--- config.mk ---
export PLATFORM = sky130hd
export DESIGN_NAME = app_state_ctrl
export DESIGN_NICKNAME = d
export VERILOG_FILES = /design/src/rtl/app_state_ctrl.sv
export SDC_FILE = /design/constraint.sdc
export NUM_CORES = 1
export LEC_CHECK = 0
export CAP_MARGIN = 5
export CORE_UTILIZATION = 30
export CTS_CLUSTER_DIAMETER = 50
export DETAILED_ROUTE_END_ITERATION = 10
export GPL_TIMING_DRIVEN = 1
export SETUP_SLACK_MARGIN = 0.05
export SLEW_MARGIN = 20
export SYNTH_ARGS = -nofsm -noshare
export SYNTH_HDL_FRONTEND = slang
export SYNTH_SLANG_ARGS = --single-unit
--- constraint.sdc ---
create_clock -name clk -period 2.88 [get_ports clk]
set_input_delay 0.576 -clock clk [delete_from_list [all_inputs] [get_ports clk]]
set_output_delay 0.576 -clock clk [all_outputs]
set_load 0.02 [all_outputs]
--- src/rtl/app_state_ctrl.sv ---
// Screen selector for a small handheld: lock screen, menu and apps, with a
// mic-level shortcut into one app and an idle timer that falls back to the lock screen.
module app_state_ctrl #(
  parameter int NUM_APPS      = 5,
  parameter int STATE_W       = 3,
  parameter int PASS_IDX      = 5,
  parameter int MIC_APP       = 4,
  parameter int MIC_HOLD      = 25,
  parameter int IDLE_TICKS    = 3000,
  parameter int LOCK_ON_RESET = 1
) (
  input  logic               clk,
  input  logic               reset,
  input  logic               btn_sel,
  input  logic               btn_back,
  input  logic [STATE_W-1:0] menu_sel,
  input  logic               pw_flag,
  input  logic [3:0]         mic_level,
  input  logic [3:0]         mic_thresh,
  input  logic               lock_en,
  output logic [STATE_W-1:0] state,
  output logic [NUM_APPS:0]  app_en,
  output logic               locked,
  output logic               switch_pulse
);

  localparam int MIC_W  = $clog2(MIC_HOLD + 1);
  localparam int IDLE_W = $clog2(IDLE_TICKS + 1);

  localparam logic [STATE_W-1:0] MENU_S  = '0;
  localparam logic [STATE_W-1:0] LOCK_S  = STATE_W'(PASS_IDX);
  localparam logic [STATE_W-1:0] LAST_S  = STATE_W'(NUM_APPS);
  localparam logic [STATE_W-1:0] MICA_S  = STATE_W'(MIC_APP);
  localparam logic [STATE_W-1:0] RESET_S = (LOCK_ON_RESET != 0) ? LOCK_S : MENU_S;

  localparam logic [MIC_W-1:0]  MIC_MAX  = MIC_W'(MIC_HOLD);
  localparam logic [IDLE_W-1:0] IDLE_MAX = IDLE_W'(IDLE_TICKS);

  function automatic logic [NUM_APPS:0] onehot(input logic [STATE_W-1:0] s);
    logic [NUM_APPS:0] v;
    v = '0;
    for (int i = 0; i <= NUM_APPS; i++) begin
      v[i] = (s == STATE_W'(i));
    end
    return v;
  endfunction

  logic [STATE_W-1:0] state_q, state_d;
  logic [MIC_W-1:0]   mic_cnt_q, mic_cnt_d, mic_inc_s;
  logic [IDLE_W-1:0]  idle_cnt_q, idle_cnt_d, idle_inc_s;
  logic [NUM_APPS:0]  app_en_q, app_en_d;
  logic               locked_q, locked_d;
  logic               switch_q, switch_d;
  logic               in_lock_s, in_menu_s, in_app_s, legal_s;
  logic               sel_ok_s, idle_clr_s, changed_s;

  // State, counter and output registers
  always_ff @(posedge clk or posedge reset) begin
    if (reset) begin
      state_q    <= RESET_S;
      mic_cnt_q  <= '0;
      idle_cnt_q <= '0;
      app_en_q   <= onehot(RESET_S);
      locked_q   <= (RESET_S == LOCK_S);
      switch_q   <= 1'b0;
    end else begin
      state_q    <= state_d;
      mic_cnt_q  <= mic_cnt_d;
      idle_cnt_q <= idle_cnt_d;
      app_en_q   <= app_en_d;
      locked_q   <= locked_d;
      switch_q   <= switch_d;
    end
  end

  // Next-state and counter logic; transitions listed in priority order
  always_comb begin
    legal_s   = (state_q <= LAST_S);
    in_lock_s = (state_q == LOCK_S);
    in_menu_s = (state_q == MENU_S);
    in_app_s  = legal_s && !in_lock_s && !in_menu_s;
    sel_ok_s  = (menu_sel != MENU_S) && (menu_sel <= LAST_S);

    if (mic_level >= mic_thresh) begin
      mic_inc_s = (mic_cnt_q == MIC_MAX) ? MIC_MAX : mic_cnt_q + MIC_W'(1);
    end else begin
      mic_inc_s = '0;
    end

    // Idle time only accumulates on user-facing screens with auto-lock armed
    idle_clr_s = btn_sel || btn_back || !lock_en || !(in_menu_s || in_app_s);
    if (idle_clr_s) begin
      idle_inc_s = '0;
    end else begin
      idle_inc_s = (idle_cnt_q == IDLE_MAX) ? IDLE_MAX : idle_cnt_q + IDLE_W'(1);
    end

    state_d = state_q;
    if (!legal_s) begin
      state_d = MENU_S;
    end else if (in_lock_s) begin
      if (pw_flag) begin
        state_d = MENU_S;
      end else begin
        state_d = state_q;
      end
    end else if (in_menu_s) begin
      if (btn_sel && sel_ok_s) begin
        state_d = menu_sel;
      end else if ((MIC_APP != 0) && (mic_inc_s == MIC_MAX)) begin
        state_d = MICA_S;
      end else if (lock_en && (idle_inc_s == IDLE_MAX)) begin
        state_d = LOCK_S;
      end else begin
        state_d = state_q;
      end
    end else begin
      if (btn_back) begin
        state_d = MENU_S;
      end else if (lock_en && (idle_inc_s == IDLE_MAX)) begin
        state_d = LOCK_S;
      end else begin
        state_d = state_q;
      end
    end

    changed_s  = (state_d != state_q);
    mic_cnt_d  = changed_s ? '0 : mic_inc_s;
    idle_cnt_d = changed_s ? '0 : idle_inc_s;
  end

  // Output decode from the upcoming state so outputs move with the state register
  always_comb begin
    app_en_d = onehot(state_d);
    locked_d = (state_d == LOCK_S);
    switch_d = (state_d != state_q);
  end

  assign state        = state_q;
  assign app_en       = app_en_q;
  assign locked       = locked_q;
  assign switch_pulse = switch_q;

endmodule
### Yosys cells after proc, flatten, opt, wreduce, memory -nomap -nowiden

Cells that the tools add are included.
W data, S select, Z words.

* add/subtract/negate cells: 2
* $lt $le $gt $ge: 3
* equal/unequal tests: 11
* mux-type cells: 14
* reduce and logical (&&, ||, !) cells: 16

Operators by type and width (count)
* $mux W12: 3
* $eq A12 B12 Y1 const B: 2
* $mux W3: 8
* $mux W5: 3
* $add A12 B1 Y12 const B: 1
* $eq A5 B5 Y1 const B: 2
* $eq A3 B3 Y1 const B: 3
* $eq A3 B2 Y1 const B: 2
* $le A3 B3 Y1 const B: 2
* $logic_not A3 Y1: 2
* $add A5 B1 Y5 const B: 1
* $logic_and A1 B1 Y1: 5
* $ge A4 B4 Y1: 1
* $logic_not A1 Y1: 4
* $logic_or A1 B1 Y1: 4
* $eq A3 B1 Y1 const B: 1
* $ne A3 B3 Y1: 1
* $reduce_bool A3 Y1: 1

* flip-flop bits (word level): 28
* input port bits: 17
* logic and storage cells: 52

### Logic depth before layout (Yosys ltp)

* depth after elaboration: 18
* mapped depth: 9
* mapped depth without buffers: 8

### Least setup slack after synthesis

OpenSTA, ideal clock, no wires.

* kind: input -> register
* start: input mic_level[0]
* end: register idle_cnt_q[3]
* setup time: 101 ps
* arrival time: 2608 ps
* data required time: 2779 ps
* setup slack: 171 ps
* stages on the path: 9
* buffers on the path: 1
* cell sequence: inv_1 > ha_1 > nand2b_1 > a2111oi_0 > a2111oi_0 > o21ai_1 > nand3_1 > clkbuf_1 > nor4_1

* cells in the longest elaborated chain, start to end: 10

Ends and longest elaborated chain
* from (decl): RTL line 18 `input logic [3:0] mic_level,`
* $ge A4 B4 Y1: RTL line 84 `if (mic_level >= mic_thresh) begin`
* $mux W5: RTL line 84
* $eq A5 B5 Y1: RTL line 110 `end else if ((MIC_APP != 0) && (mic_inc_s == MIC_MAX)) begin`
* $mux W3: RTL line 110
* $mux W3: RTL line 108 `if (btn_sel && sel_ok_s) begin`
* $mux W3: RTL line 107 `end else if (in_menu_s) begin`
* $mux W3: RTL line 101 `end else if (in_lock_s) begin`
* $mux W3: RTL line 99 `if (!legal_s) begin`
* $ne A3 B3 Y1: RTL line 127 `changed_s = (state_d != state_q);`
* $mux W12: RTL line 129 `idle_cnt_d = changed_s ? '0 : idle_inc_s;`
* net idle_cnt_d[3]: RTL line 50 `logic [IDLE_W-1:0] idle_cnt_q, idle_cnt_d, idle_inc_s;`
* to (signal assigned): RTL line 69 `idle_cnt_q <= idle_cnt_d;`
* to (decl): RTL line 50

The timed path passes the listed nets, and every way through them passes these cells.

### Final worst setup path

* start: register idle_cnt_q[5]
* end: register idle_cnt_q[6]

* cells in the longest elaborated chain, start to end: 13

Ends and longest elaborated chain
* $add A12 B1 Y12 / $eq A12 B12 Y1 (equally long branches): RTL line 95 `idle_inc_s = (idle_cnt_q == IDLE_MAX) ? IDLE_MAX : idle_cnt_q + IDLE_W'(1);`
* $mux W12 *: RTL line 95
* $mux W12 *: RTL line 92 `if (idle_clr_s) begin`
* $eq A12 B12 Y1: RTL line 112, 120
* $logic_and A1 B1 Y1: RTL line 112, 120
* $mux W3: RTL line 112, 120
* $mux W3: RTL line 110
* $mux W3: RTL line 108
* $mux W3: RTL line 107
* $mux W3: RTL line 101
* $mux W3: RTL line 99
* $ne A3 B3 Y1: RTL line 127
* $mux W12 *: RTL line 129
* net idle_cnt_d[6]: RTL line 50

The timed path passes the listed nets; every way through them passes the cells marked *.

==> flow_summary.json <==
{
  "vdd_drop_max_v": 0.000277,
  "max_slew_margin": 0.605,
  "numCtsBuffers": 3,
  "fillers": 615,
  "worstPathMaxFanout": 6,
  "synthToLayoutAreaGrowth_pct": 27.6,
  "synthCells": 195,
  "first_pass_iters": 4,
  "startpoint": "idle_cnt_q[5]",
  "wl_per_cell_um": 14.0,
  "skew_ps": 5.21,
  "drt_wl_total_um": 4220,
  "dp.cells": 297,
  "fmax_mhz": 372,
  "synth_nets": 220,
  "yosys_most_used_dff": "dfrtp_1",
  "viasPerCell": 5.24,
  "cpPeakStageDelay_ps": 580,
  "drc_errors": 0,
  "grt_max_degree": 28,
  "instances_no_fill": 301,
  "synthArstFlopShare": 1.00,
  "clockBufferDepth": 2,
  "hp-class": "reg -> reg",
  "critPathKind": "reg -> reg",
  "synth-edff-count": 0,
  "power.leakage_uw": 0.000890,
  "startpoint_type": "register",
  "syn_avg_cell_area_um2": 9.36,
  "antenna_cells": 0,
  "cts.sinks": 27,
  "multi_input_area_um2": 1100,
  "path_delay_family": "simple AND/OR/NAND/NOR gates",
  "rows": 28,
  "status": "finished clean",
  "register_area_um2": 679,
  "placed_cell_area_um2": 2220,
  "worstPathRequired_ps": 3040,
  "post-cts-setup-buffers": 0,
  "clkLatencyLatePin_ps": 270,
  "power.density_nw_per_um2": 467,
  "fp.dieArea_um2": 6400,
  "cts_tree": "yes",
  "vias": 1578,
  "dpl.hpwl_um": 3220,
  "grt_pass1_vias": 1644,
  "htree_levels": 1,
  "ys_warn_count": 0,
  "gp_congestion": 0.856,
  "fin_crit_sh": 0.932,
  "ff2ff_setup_slack_ps": 190,
  "drive_gt1_frac": 0.159,
  "port_buffers": 27,
  "antenna_found_initial": 0,
  "grt_usage": 0.145,
  "grt_pass1_wl_um": 7310,
  "ff2ff_path_depth": 6,
  "rsz0062_at_grt": "false",
  "syn-cell-area_um2": 1830,
  "cap_violations": 0,
  "period_needed_ps": 2690,
  "critPathCapture": "idle_cnt_q[6]",
  "cp-end-kind": "register",
  "cts_hold_buf": 0,
  "ys_ff_latch": 27,
  "power_uw": 1090,
  "r2r-start": "idle_cnt_q[5]",
  "slowest_stage": "or4_4",
  "path_buf_inv": 0,
  "slew_viol_final": 0,
  "crit_chain": "nand4_1 -> or4_4 -> a2111oi_4 -> or4b_4 -> o211ai_4 -> nor3_1",
  "fin_util": 0.396,
  "finalSetupViolCount": 0,
  "finalHoldViolCount": 0,
  "coreArea_um2": 5890,
  "drtIter0Drc": 86,
  "cp.depth": 6,
  "synth_cell_type_count": 55,
  "final_cell_area_um2": 2330,
  "initial_core_util": 0.310,
  "ant_nets": 0,
  "clkTransAtPathRegs_ps": 90,
  "io_pins": 28,
  "clockRootBuffer": "clkbuf_8",
  "die_h_um": 80.0,
  "overflow": 0,
  "yosysSeqAreaShare": 0.372,
  "tightest_slew_ps": 592,
  "nNetsFinal": 252,
  "arrival_ps": 2840,
  "die_w_um": 80.0,
  "reg2reg_to": "idle_cnt_q[6]"
}
## worst register-to-register path, cell delays in order (launching register included)
cell,delay (ps)
dfrtp_1,470
nand4_1,210
or4_4,580
a2111oi_4,380
or4b_4,570
o211ai_4,280
nor3_1,90
## routing by layer
layer | track usage | share of wire
met1 | 0.187 | 0.46
met2 | 0.242 | 0.50
met3 | 0.0206 | 0.031
met4 | 0.0554 | 0.012
met5 | 0 | 0
## cell families after synthesis
group | Yosys count | share of synthesized area
fa+ha+maj | 8 | 0.0548
compound gates | 36 | 0.164
buf+inv | 25 | 0.0596
flops | 27 | 0.372
xor+xnor | 11 | 0.0528
simple gates | 88 | 0.297
## cell usage after synthesis, drive strengths merged (3+ instances only)
| library cell | number | share of area |
|---|---|---|
| dfrtp | 24 | 0.33 |
| nor4 | 13 | 0.045 |
| inv | 12 | 0.025 |
| nand3 | 11 | 0.030 |
| nand2 | 10 | 0.021 |
| clkbuf | 9 | 0.019 |
| ha | 8 | 0.055 |
| nor2 | 8 | 0.016 |
| o21ai | 8 | 0.022 |
| xor2 | 7 | 0.034 |
| nor3 | 6 | 0.016 |
| and2 | 5 | 0.017 |
| and3 | 5 | 0.017 |
| a21oi | 4 | 0.011 |
| a32oi | 4 | 0.029 |
| buf | 4 | 0.016 |
| nor4b | 4 | 0.023 |
| xnor2 | 4 | 0.019 |
| a2111oi | 3 | 0.025 |
| dfstp | 3 | 0.043 |
| nand2b | 3 | 0.010 |
| nand4 | 3 | 0.010 |
| nor2b | 3 | 0.010 |
## layout by cell type, fill, tap and decap left out, drive strengths merged, types with 2 or more instances in the layout
| cell | instances |
|---|---|
| dfrtp | 24 |
| xor2 | 7 |
| nor2 | 8 |
| a32oi | 4 |
| nor4 | 13 |
| nor4b | 4 |
| nand3 | 11 |
| nor3b | 2 |
| nor2b | 3 |
| and2 | 5 |
| inv | 12 |
| dfstp | 3 |
| nand2 | 10 |
| clkbuf | 3 |
| and4 | 2 |
| nor4bb | 2 |
| o211ai | 2 |
| or4b | 2 |
| and3 | 5 |
| or4 | 2 |
| xnor2 | 4 |
| o31ai | 2 |
| nor3 | 6 |
| nand3b | 2 |
| buf | 13 |
| a2111oi | 3 |
| o21ai | 8 |
| nand4 | 3 |
| or3 | 2 |
| ha | 8 |
| a21oi | 4 |
| nand2b | 3 |
| clkdlybuf4s50 | 27 |
| o21a | 2 |
## repair_timing
action                                 in CTS  in global routing
setup endpoints to repair                   0                 17
resized for setup                           0                 10
endpoints found under the hold margin       0                  0
## report_power, final
group          switching (uW)  leakage, uW  internal (uW)  total [uW]
sequential               42.3     0.000358            427         469
combinational             215     0.000507            191         406
clock                     115    0.0000255           96.9         212
total                     372     0.000890            714        1090
## worst min-delay path by stage
stage / cells after the start / start / endpoint / slack, ps
after floorplan: 1 / idle_cnt_q[0] / idle_cnt_q[0] / 530
after global placement: 2 / idle_cnt_q[11] / idle_cnt_q[11] / 590
after detailed placement: 2 / idle_cnt_q[11] / idle_cnt_q[11] / 580
after CTS: 2 / idle_cnt_q[11] / idle_cnt_q[11] / 590
after global routing: 2 / idle_cnt_q[11] / idle_cnt_q[11] / 640
final: 2 / idle_cnt_q[11] / idle_cnt_q[11] / 600
## metrics by stage
stage / TNS [ps] / setup slack (ps) / hold slack [ps]
final: 0 / 195 / 600
after global placement: -636 / -66.1 / 585
after CTS: 0 / 167 / 593
after floorplan: 0 / 171 / 534
after global routing: 0 / 52.4 / 638
after detailed placement: -994 / -134 / 581
## sequential cells by signal, indices dropped and copies added (netlist names)
register / flops
idle_cnt_q: 12
switch_pulse: 1
app_en: 6
state: 3
mic_cnt_q: 5
## layout make-up
| class | instances | share of cell area |
|---|---|---|
| Timing Repair Buffer | 40 | 0.158 |
| Clock inverter | 1 | 0.00215 |
| Clock buffer | 3 | 0.0177 |
| Sequential cell | 27 | 0.292 |
| Multi-Input combinational cell | 143 | 0.471 |
| Tap cell | 75 | 0.0403 |
| Inverter | 12 | 0.0193 |
(Power assumes the default switching activity.)
==> patch, RTL diff (config.mk and constraints unchanged) <==
Register the inputs `btn_sel`, `btn_back` and `mic_thresh` before use, without a reset. The logic sees them one clock later. The other inputs are not delayed to match.
--- a/src/rtl/app_state_ctrl.sv
+++ b/src/rtl/app_state_ctrl.sv
@@ -37,2 +37,12 @@
   localparam logic [IDLE_W-1:0] IDLE_MAX = IDLE_W'(IDLE_TICKS);
+
+  logic btn_sel_q;
+  logic btn_back_q;
+  logic [3:0] mic_thresh_q;
+
+  always_ff @(posedge clk) begin
+    btn_sel_q    <= btn_sel;
+    btn_back_q   <= btn_back;
+    mic_thresh_q <= mic_thresh;
+  end
 
@@ -83,3 +93,3 @@
 
-    if (mic_level >= mic_thresh) begin
+    if (mic_level >= mic_thresh_q) begin
       mic_inc_s = (mic_cnt_q == MIC_MAX) ? MIC_MAX : mic_cnt_q + MIC_W'(1);
@@ -90,3 +100,3 @@
     // Idle time only accumulates on user-facing screens with auto-lock armed
-    idle_clr_s = btn_sel || btn_back || !lock_en || !(in_menu_s || in_app_s);
+    idle_clr_s = btn_sel_q || btn_back_q || !lock_en || !(in_menu_s || in_app_s);
     if (idle_clr_s) begin
@@ -107,3 +117,3 @@
     end else if (in_menu_s) begin
-      if (btn_sel && sel_ok_s) begin
+      if (btn_sel_q && sel_ok_s) begin
         state_d = menu_sel;
@@ -117,3 +127,3 @@
     end else begin
-      if (btn_back) begin
+      if (btn_back_q) begin
         state_d = MENU_S;
Function: changed (Yosys sat finds a counterexample within 4 cycles, from zero or initial values and one cycle with reset high).
==> patch against the original RTL <==
Sequential power up 17%. Worst setup slack worse by 13 ps. Sequential cell count is 6 higher. Total power up 24%. Maximum frequency is 0.48% lower. Global-route usage is 0.51 points lower. Synthesized area is 6.6% higher. Cell area is 7.7% higher. Wire length down 1.2%. Critical path type unchanged.
==> patch: results (changes against the original RTL) <==
Status
  • Status: finished clean (unchanged)

Yosys
  • Asr flop ratio synth: 81.8% (was 100%)
  • Synth warn: 0 (unchanged)
  • Synth Area in Adders: 5.14% (was 5.48%)
  • Sequential element share of the synthesized area: 41.1% (was 37.2%)
  • Syn Nets: 226 (was 220)
  • Post-synthesis xor/xnor area fraction: 4.95% (was 5.28%)
  • Synth Area in Compound Gates: 15.4% (was 16.4%)
  • Top post-synthesis cells by area: dfrtp_1 31%, dfxtp_1 6.2%, ha_1 5.1% (was dfrtp_1 33%, ha_1 5.5%, nor4_1 4.5%)
  • Netlist cell types: 56 (was 55)
  • Post-synthesis mux area share: 0% (unchanged)
  • Most instantiated cells after synthesis: 24 x dfrtp_1, 13 x nor4_1, 12 x inv_1, 11 x nand3_1, 10 x nand2_1 (unchanged)
  • Ys flop type: dfrtp_1 (unchanged)
  • Syn Inst Count: 201 (was 195)

Route
  • Final WL: 4170 um (was 4220 um)
  • DR WL/cell: 13.3 um (was 14.0 um)
  • DR WL met3: 137 um (was 130 um)
  • Initial drt markers: 70 (was 86)
  • DRT Pass-1 Iters: 6 (was 4)
  • WL met2: 1980 um (was 2100 um)
  • Via-to-Cell Ratio: 5.19 (was 5.24)
  • M1 WL: 1990 um (was 1940 um)
  • Highest routed layer: met4 (unchanged)

Global route
  • Global-route wire length before repair: 7040 um (was 7310 um)
  • Global Route Usage Sum: 14.0% (was 14.5%)
  • Grt met3 use: 3.08% (was 2.06%)
  • Number of global-route vias before repair: 1583 (was 1644)
  • Met2 Resource Use GR: 22.2% (was 24.2%)
  • Largest net degree at the start of global routing: 28 (unchanged)
  • GR Util met1: 18.1% (was 18.7%)

Clock tree
  • Worst-Skew Late Latency: between 200 and 300 ps
  • CTS HTree Levels: 2 (was 1)
  • Root Driver: clkbuf_8 (unchanged)
  • Clock transition at the registers of the reported paths: 70 ps (was 90 ps)
  • Hold buffer count at CTS: 0 (unchanged)
  • TritonCTS buffer count: 5 (was 3)
  • Clk buf depth: 2 (unchanged)

Finish
  • Fill cell count: 604 (was 615)
  • Largest register FFs: 12 (unchanged)
  • Proportion of layout cells with a drive suffix above 1: 17.7% (was 15.9%)
  • Antenna diodes: 0 (unchanged)
  • Fin nets: 261 (was 252)
  • Most flops, register: idle_cnt_q (unchanged)

Power
  • Int Power: 927 uW (was 714 uW)
  • Static Leakage: 0.000975 uW (was 0.000890 uW)
  • Sequential Power Share: 40.8% (was 43.1%)
  • Clock power frac: 28.2% (was 19.5%)
  • Peak VDD IR: 0.427 mV (was 0.277 mV)

Place
  • Routability cong.: 0.812 (was 0.856)
  • Cells after DPL: 303 (was 297)
  • Post-DP Area: 2340 um2 (was 2220 um2)
  • Dpl hpwl: 3070 um (was 3220 um)
  • IO Port Bufs: 27 (unchanged)

STA
  • Clk_skew: 7.23 ps (was 5.21 ps)
  • Rel. slew slack: 61.2% (was 60.5%)
  • Final setup vio count: 0 (unchanged)

Hold path
  • Min-Delay Path Class: reg -> reg (unchanged)

Critical path
  • Critical-path maximum fanout: 8 (was 6)
## patch: through the flow
| stage | hold WS, ps | total power [uW] | utilization (%) | setup TNS, ps | worst slack, ps |
|---|---|---|---|---|---|
| 3_3_place_gp | 585 | 959 | 38.4 | -1230 | -112 |
| 2_1_floorplan | 534 | 796 | - | 0 | 171 |
| 3_5_place_dp | 581 | 960 | 38.4 | -1650 | -161 |
| 6_report | 596 | 1350 | 41.2 | 0 | 182 |
| 4_1_cts | 597 | 1350 | 40.1 | 0 | 145 |
| 5_1_grt | 632 | 1430 | 41.2 | 0 | 20.8 |
## patch: repair_timing
| action | CTS | global route |
|---|---|---|
| buffers inserted | 0 | 1 |
| resized for setup | 0 | 10 |
| setup endpoints to repair | 0 | 14 |
## patch: worst paths after layout
path	end	cells after the start	startpoint	slack, ps
min	idle_cnt_q[11]	2	idle_cnt_q[11]	600
max	idle_cnt_q[6]	7	idle_cnt_q[0]	180
max in group asynchronous	state[2]	3	reset	1930
max reg2reg	idle_cnt_q[6]	7	idle_cnt_q[0]	180
min in group asynchronous	idle_cnt_q[8]	3	reset	650
min reg2reg	idle_cnt_q[11]	2	idle_cnt_q[11]	600
## patch: layout make-up
| cell class | count | area (um2) | area share [%] |
|---|---|---|---|
| Clock buffer | 7 | 96.3 | 3.84 |
| Clock inverter | 1 | 5.00 | 0.200 |
| Inverter | 12 | 45.0 | 1.80 |
| Multi-Input combinational cell | 143 | 1090 | 43.6 |
| Sequential cell | 33 | 800 | 31.9 |
| Tap cell | 75 | 93.8 | 3.74 |
| Timing Repair Buffer | 41 | 375 | 15.0 |
## patch: critical path: stages (launching register included)
cell and delay, ps:
dfrtp_1 440, ha_1 340, and4_1 280, a311o_1 390
nor4bb_1 160, or4b_4 600, o211ai_2 280, nor3_1 80
